File: config.mk
export PLATFORM = sky130hd
export DESIGN_NAME = lfsr_err_window
export DESIGN_NICKNAME = d
export VERILOG_FILES = /design/src/rtl/lfsr_err_window.sv
export SDC_FILE = /design/constraint.sdc
export NUM_CORES = 1
export LEC_CHECK = 0
export CORE_MARGIN = 8
export CORE_UTILIZATION = 30
export CTS_BUF_LIST = sky130_fd_sc_hd__clkbuf_4 sky130_fd_sc_hd__clkbuf_8
export DETAILED_ROUTE_END_ITERATION = 10
export SETUP_SLACK_MARGIN = 0.15
export SYNTH_ARGS = -nofsm -noshare
export SYNTH_HDL_FRONTEND = slang
export SYNTH_SLANG_ARGS = --single-unit
File: constraint.sdc
create_clock -name clk -period 4.7 [get_ports clk]
set_input_delay 0.94 -clock clk [delete_from_list [all_inputs] [get_ports clk]]
set_output_delay 0.94 -clock clk [all_outputs]
set_load 0.01 [all_outputs]
File: src/rtl/lfsr_err_window.sv
// lfsr_err_window: per-window error accounting while locked; flags loss of lock.
// Revision: 1.0
`default_nettype none

module lfsr_err_window #(
  parameter int WINDOW     = 64,
  parameter int ERR_THRESH = 8
) (
  input  logic clk,
  input  logic reset,
  input  logic en,
  input  logic bit_err,
  output logic loss_of_lock
);

  localparam int BW = $clog2(WINDOW + 1);

  logic [BW-1:0] win_bits;
  logic [BW-1:0] win_err;
  logic [BW-1:0] err_next;
  logic          window_end;

  // win_err never rests at ERR_THRESH, so hitting it implies this bit erred.
  always_comb begin
    err_next     = win_err + BW'(bit_err);
    window_end   = (win_bits == BW'(WINDOW - 1));
    loss_of_lock = en && (err_next == BW'(ERR_THRESH));
  end

  always_ff @(posedge clk or negedge reset) begin
    if (!reset) begin
      win_bits <= '0;
      win_err  <= '0;
    end else if (en) begin
      if (loss_of_lock || window_end) begin
        win_bits <= '0;
        win_err  <= '0;
      end else begin
        win_bits <= win_bits + BW'(1);
        win_err  <= err_next;
      end
    end
  end

endmodule

`default_nettype wire

==> results of run 1 <==
## report_power, final
| part | switching, W | internal [W] |
|---|---|---|
| Clock | 0.0000386 | 0.0000297 |
| Sequential | 0.0000338 | 0.000148 |
| Combinational | 0.0000575 | 0.0000584 |
| Total | 0.000130 | 0.000236 |
## cells by family after synthesis
kind of cell | after synthesis | synth area share
adders and majority gates | 3 | 0.0405
and+or+nand+nor | 50 | 0.309
AOI/OAI and AO/OA | 25 | 0.185
xor gates and xnor gates | 1 | 0.00945
buffers and inverters | 6 | 0.0337
muxes | 4 | 0.0445
DFF | 14 | 0.378
## final cells by class
| class | count | area share |
|---|---|---|
| sequential | 14 | 0.343 |
| timing repair buffer | 6 | 0.0539 |
| inverter | 2 | 0.00734 |
| multi-input combinational | 83 | 0.534 |
| tap | 33 | 0.0404 |
| clock buffer | 3 | 0.0220 |
## cell usage after synthesis, types with 2 or more instances
library cell and instances:
sky130_fd_sc_hd__dfrtp_1 14, sky130_fd_sc_hd__nand2_1 12, sky130_fd_sc_hd__a21oi_1 9, sky130_fd_sc_hd__nor2_1 9, sky130_fd_sc_hd__nand3_1 4, sky130_fd_sc_hd__nor3_1 4
sky130_fd_sc_hd__and2_1 3, sky130_fd_sc_hd__and3_1 3, sky130_fd_sc_hd__ha_1 3, sky130_fd_sc_hd__mux2i_1 3, sky130_fd_sc_hd__o21ai_1 3, sky130_fd_sc_hd__a21o_2 2
sky130_fd_sc_hd__a41oi_1 2, sky130_fd_sc_hd__buf_4 2, sky130_fd_sc_hd__nor2b_1 2, sky130_fd_sc_hd__o21ai_0 2, sky130_fd_sc_hd__o2bb2ai_1 2, sky130_fd_sc_hd__or3_1 2
sky130_fd_sc_hd__or3_4 2
## per-stage QoR
stage / area, um^2 / cells / setup WS [ns]
5_1_grt: 1020 / 141 / 0.475
2_1_floorplan: 927 / 103 / 1.43
4_1_cts: 1020 / 141 / 0.600
6_report: 1020 / 141 / 0.602
3_3_place_gp: 1000 / 138 / 0.619
3_5_place_dp: 1000 / 138 / 0.600
## flip-flops by register name, summed over array words and instances, names as in the netlist
register,count
win_bits,7
win_err,7
## routing by layer
| layer | wire length, um | share of wire | vias up | global-route usage |
|---|---|---|---|---|
| met3 | 45 | 0.023 | 2 | 0.0181 |
| met1 | 873 | 0.44 | 372 | 0.0973 |
| met2 | 1010 | 0.51 | 5 | 0.143 |
| met5 | 0 | 0 | - | 0 |
| li1 | - | - | 384 | - |
| met4 | 37 | 0.019 | 0 | 0.0612 |
## how the worst max path moves through the flow
stage	startpoint	cells past startpoint	end	slack [ns]
detailed placement	bit_err	8	loss_of_lock	0.60
floorplan	bit_err	5	loss_of_lock	1.43
CTS	bit_err	8	loss_of_lock	0.60
global route	bit_err	8	loss_of_lock	0.47
finish	bit_err	8	loss_of_lock	0.60
global placement	bit_err	7	loss_of_lock	0.62
## critical path: stages
cell and delay [ns]:
sky130_fd_sc_hd__clkdlybuf4s50_1 0.46, sky130_fd_sc_hd__ha_1 0.20, sky130_fd_sc_hd__ha_1 0.25, sky130_fd_sc_hd__and4_4 0.28, sky130_fd_sc_hd__nand3_1 0.15, sky130_fd_sc_hd__nand2_2 0.20, sky130_fd_sc_hd__and2_1 0.15, sky130_fd_sc_hd__clkdlybuf4s50_1 0.53
==> flow_results.xml, run 1 <==
<?xml version="1.0" encoding="UTF-8"?>
<metrics>
  <group name="route">
    <metric name="route.final.wire_length" unit="um">1970</metric>
    <metric name="drc_violations_left" unit="">0</metric>
    <metric name="wl_cell" unit="um">13.9</metric>
    <metric name="drt-vias-per-instance" unit="">5.41</metric>
    <metric name="final_antenna_net_count" unit="">0</metric>
    <metric name="drt_iter0_drc" unit="">37</metric>
    <metric name="detailedRoute.firstPassIterationCount" unit="">4</metric>
    <metric name="via_count" unit="">763</metric>
  </group>
  <group name="placed_design">
    <metric name="hpwl" unit="um">1430</metric>
    <metric name="gp_congestion" unit="">0.799</metric>
    <metric name="port-buffer-count" unit="">4</metric>
  </group>
  <group name="setup_path">
    <metric name="worst_ep_required_time" unit="ns">3.76</metric>
    <metric name="r2r.worst_path.cells" unit="">6</metric>
    <metric name="r2r_setup_slack" unit="ns">2.83</metric>
    <metric name="r2r-start" unit="">win_err[0]$_DFFE_PN0P_</metric>
    <metric name="worstPathArrival" unit="ns">3.16</metric>
    <metric name="cp-end-kind" unit="">output port</metric>
    <metric name="crit_type" unit="">input port to output port</metric>
    <metric name="worstSetupStartpointType" unit="">input port</metric>
    <metric name="crit_path_max_fanout" unit="">7</metric>
    <metric name="timing.rr.end" unit="">win_bits[0]$_DFFE_PN0P_</metric>
  </group>
  <group name="clock_tree">
    <metric name="cts-root-buf" unit="">sky130_fd_sc_hd__clkbuf_4</metric>
    <metric name="clock_sinks" unit="">14</metric>
    <metric name="worst_skew_pair.late_latency" unit="ns">0.28</metric>
    <metric name="h_tree_levels" unit="">1</metric>
    <metric name="clk_pin_slew" unit="ns">0.08</metric>
    <metric name="post_cts_gate_resize_count" unit="">0</metric>
    <metric name="clock_path_buffers" unit="">2</metric>
    <metric name="tritoncts" unit="">yes</metric>
    <metric name="cts-buffers-inserted" unit="">3</metric>
    <metric name="cts_hold_buffers" unit="">0</metric>
    <metric name="cts_setup_buffers" unit="">0</metric>
  </group>
  <group name="final_layout">
    <metric name="n_antenna_cell" unit="">0</metric>
    <metric name="final_common_cell" unit="">sky130_fd_sc_hd__dfrtp_1</metric>
    <metric name="highest_count_cells_in_the_layout_ignoring_fill_and_taps" unit="">sky130_fd_sc_hd__dfrtp_1, sky130_fd_sc_hd__nand2_1, sky130_fd_sc_hd__nor2_1, sky130_fd_sc_hd__a21oi_1</metric>
    <metric name="post_route_cells_drive_above_1_share" unit="">0.167</metric>
    <metric name="flow.area_growth_from_synthesis" unit="%">10.3</metric>
    <metric name="ff_latch_area" unit="um^2">350</metric>
    <metric name="fin_nets" unit="">117</metric>
    <metric name="footprint_of_the_multi_input_gates" unit="um^2">546</metric>
    <metric name="fillCellCount" unit="">321</metric>
    <metric name="finalCoreUtilization" unit="">0.340</metric>
  </group>
  <group name="floorplanning">
    <metric name="die_area" unit="mm^2">0.00513</metric>
    <metric name="die_span_y" unit="um">71.6</metric>
    <metric name="row_count" unit="">20</metric>
    <metric name="coreArea" unit="mm^2">0.00300</metric>
    <metric name="chipWidth" unit="um">71.6</metric>
    <metric name="effective_utilization_at_floorplan" unit="">0.309</metric>
    <metric name="design.portCount" unit="">5</metric>
  </group>
  <group name="timing">
    <metric name="setup-tns-final" unit="ns">0</metric>
    <metric name="tightestPinTransition" unit="ns">0.686</metric>
    <metric name="final-hold-violation-count" unit="">0</metric>
    <metric name="final_setup_vio_count" unit="">0</metric>
    <metric name="min_tclk_post_route" unit="ns">4.10</metric>
    <metric name="timing.fmax" unit="MHz">244</metric>
    <metric name="rsz0062_at_grt" unit="">no</metric>
    <metric name="minimum_hold_slack" unit="ns">0.536</metric>
    <metric name="clock-skew-final" unit="ns">0.00143</metric>
    <metric name="report.final.slew_viol_count" unit="">0</metric>
    <metric name="slew-limit-headroom" unit="">0.541</metric>
    <metric name="period_share" unit="">0.872</metric>
  </group>
  <group name="run_status">
    <metric name="status" unit="">finished clean</metric>
  </group>
  <group name="synthesis">
    <metric name="synth-seq-cells" unit="">14</metric>
    <metric name="async_reset_ff_frac" unit="">1.00</metric>
    <metric name="yosysSeqAreaShare" unit="">0.378</metric>
    <metric name="synth.largest_area_cell" unit="">sky130_fd_sc_hd__dfrtp_1</metric>
    <metric name="dominantRegCellSynth" unit="">sky130_fd_sc_hd__dfrtp_1</metric>
    <metric name="synth_warnings" unit="">0</metric>
    <metric name="mappedNetlistArea" unit="um^2">927</metric>
    <metric name="synth_enable_flop_cells" unit="">0</metric>
    <metric name="synth_nets" unit="">110</metric>
    <metric name="postSynthAreaPerCell" unit="um^2">9.00</metric>
    <metric name="synthCells" unit="">103</metric>
    <metric name="synthDistinctLibCells" unit="">39</metric>
    <metric name="post_synth_main_area_contributors" unit="">sky130_fd_sc_hd__dfrtp_1, sky130_fd_sc_hd__a21oi_1, sky130_fd_sc_hd__nand2_1</metric>
    <metric name="netlist.area_leader.share" unit="">0.378</metric>
  </group>
  <group name="pwr">
    <metric name="power-per-cell-area" unit="mW/mm^2">358</metric>
    <metric name="vdd_drop_max" unit="uV">112</metric>
    <metric name="p_leak" unit="nW">0.418</metric>
    <metric name="finalPower" unit="W">0.000366</metric>
  </group>
  <group name="hold_path">
    <metric name="min_to" unit="">win_err[0]$_DFFE_PN0P_</metric>
    <metric name="holdCritPathClass" unit="">register to register</metric>
    <metric name="min_path_cells" unit="">1</metric>
    <metric name="timing.hold.worst.start" unit="">win_err[0]$_DFFE_PN0P_</metric>
  </group>
  <group name="grt">
    <metric name="antenna_found_initial" unit="">0</metric>
    <metric name="grt_pass1_vias" unit="">750</metric>
    <metric name="grt_first_pass_wirelength" unit="um">3460</metric>
    <metric name="globalRoute.totalOverflow" unit="">0</metric>
    <metric name="maximum_number_of_pins_on_one_net_before_global_route_repair" unit="">23</metric>
    <metric name="global_route.usage.total" unit="">0.0867</metric>
  </group>
  <group name="job">
    <metric name="max_cap_violations" unit="">0</metric>
  </group>
</metrics>
Note: power is estimated with default switching activity, not from simulation.
==> run 2, diff against run 1 <==
--- a/config.mk
+++ b/config.mk
@@ -9,6 +9,7 @@
 export CORE_UTILIZATION = 30
 export CTS_BUF_LIST = sky130_fd_sc_hd__clkbuf_4 sky130_fd_sc_hd__clkbuf_8
 export DETAILED_ROUTE_END_ITERATION = 10
+export HOLD_SLACK_MARGIN = 0.03
 export SETUP_SLACK_MARGIN = 0.15
 export SYNTH_ARGS = -nofsm -noshare
 export SYNTH_HDL_FRONTEND = slang
==> results of run 2 <==
Final layout, timing and power as in run 1 (identical DEF).
==> RTL change (config.mk and constraints of run 2) <==
Change the parameter `WINDOW` from 64 to 32.
--- a/src/rtl/lfsr_err_window.sv
+++ b/src/rtl/lfsr_err_window.sv
@@ -5,3 +5,3 @@
 module lfsr_err_window #(
-  parameter int WINDOW     = 64,
+  parameter int WINDOW     = 32,
   parameter int ERR_THRESH = 8
Formal check against the unedited RTL: no difference found for any inputs over 10 cycles, from zero or initial values and one cycle with reset low; that may be too few to reach the edited logic, so the function may still have changed.
==> RTL change against run 2 <==
  * Synthesized area fell by 26%
  * Critical path type unchanged
  * Cell count is 27% lower
  * Sequential cell count decreased by 2
  * Worst setup slack improved by 0.097 ns
  * Routed wire length fell by 28%
  * Cell area fell by 23%
  * Total power fell by 7.8%
  * Global-route usage fell by 0.65 points
==> RTL change: results (changes against run 2) <==
critical_path_arrival_ns: 3.06  # -0.10 ns
irDropWorstVdd_mv: 0.229  # +100%
routed_wl_um: 1420  # -28%
yosys.cell_types.count: 26  # -33%
seq_area_frac_synth: 0.438  # +0.0601
cts_buffers: 3  # unchanged
nFillCells: 224  # -30%
grt_start_max_net_pins: 15  # -35%
p_leak_nw: 0.317  # -24%
relSlewSlack: 0.543  # +0.00187
clock_path_buffers: 2  # unchanged
grt_pass1_vias: 557  # -26%
path_buf_inv: 2  # unchanged
cp_max_fo: 2  # -5
timing.hold.ws_ns: 0.508  # -0.0279 ns
syn_area_per_cell_um2: 10.1  # +12%
slowest_delay_ns: 0.57  # +0.04 ns
synth.area.top_cells: "dfrtp_1 (44%), nand2_1 (6.6%), xor2_1 (6.4%), ha_1 (5.5%), o2bb2ai_1 (3.8%)"
finalClockSkew_ns: 0.00659  # +0.00516 ns
status: "complete, no violations"
nNetsFinal: 84  # -28%
cts_max_level: 1  # unchanged
route.vias.total: 527  # -31%
place_ws_ns: 0.706  # +0.106 ns
place_inst: 100  # -28%
first_iter_violations: 11  # -70%
syn-num-nets: 75  # -32%
grt_pass1_wl_um: 2600  # -25%
dp_hpwl_um: 1000  # -30%
vias_per_cell: 5.12  # -5.4%
gp_congestion: 0.810  # +1.4%
synth_common_cells: "dfrtp_1 (12), nand2_1 (12), xor2_1 (5)"
drive_above_1_share: 0.107  # -0.0600
reg_top3: "win_bits (6), win_err (6)"
min_period_ns: 4.00  # -0.0965 ns
drt_pre_antenna_iters: 4  # unchanged
grtUsageTotal: 0.0802  # -0.00648
reg2reg_slack_ns: 2.77  # -0.06 ns
crit_family: "buffers and inverters"
placed_cell_area_um2: 761  # -24%
[RTL change: changes by cell type after synthesis, sizes merged, moves of 3 or more]
| cell | before | now |
|---|---|---|
| or3 | 4 | 1 |
| a21oi | 9 | 4 |
| and2 | 3 | 0 |
| o21ai | 6 | 1 |
| xor2 | 1 | 5 |
| nand3 | 5 | 2 |
| and3 | 4 | 0 |
| nor2 | 9 | 4 |
[RTL change: routing by layer]
metal  global-route usage  routed length (um)
met5                    0                   0
met4               0.0167                   9
met3               0.0436                  87
met2                0.125                 604
met1               0.0945                 719
[RTL change: path summary, 6_finish.rpt]
kind                                   startpoint                       to  cells after the start
min reg2reg                win_err[0]$_DFFE_PN0P_   win_err[0]$_DFFE_PN0P_                      1
min in group asynchronous                   reset   win_err[4]$_DFFE_PN0P_                      1
max in group asynchronous                   reset  win_bits[4]$_DFFE_PN0P_                      1
max                                       bit_err             loss_of_lock                      6
max reg2reg                win_err[0]$_DFFE_PN0P_  win_bits[1]$_DFFE_PN0P_                      6
min                        win_err[0]$_DFFE_PN0P_   win_err[0]$_DFFE_PN0P_                      1
[RTL change: report_power, final]
group / switching [mW] / internal (mW)
logic: 0.0481 / 0.0452
clock network: 0.0367 / 0.0297
registers: 0.0395 / 0.139
[RTL change: area by class of cell]
class,count,area (um2),area share
clock buffers,3,22.5,0.0288
inverters,2,7.51,0.00958
multi-input cells,52,363,0.463
flip-flops and latches,12,300,0.383
well taps,28,35.0,0.0447
repair buffers,6,55.1,0.0703
[RTL change: cell families (layout without fill, tap and decap cells)]
logic type	Yosys count	in the layout	synth area share
adder cells (fa/ha/maj)	3	3	0.0548
AO/OA/AOI/OAI	14	14	0.168
XOR/XNOR	7	7	0.0894
AND/OR/NAND/NOR	27	27	0.203
flip-flops	12	12	0.438
buffers and inverters	4	11	0.0328
multiplexers	1	1	0.0146
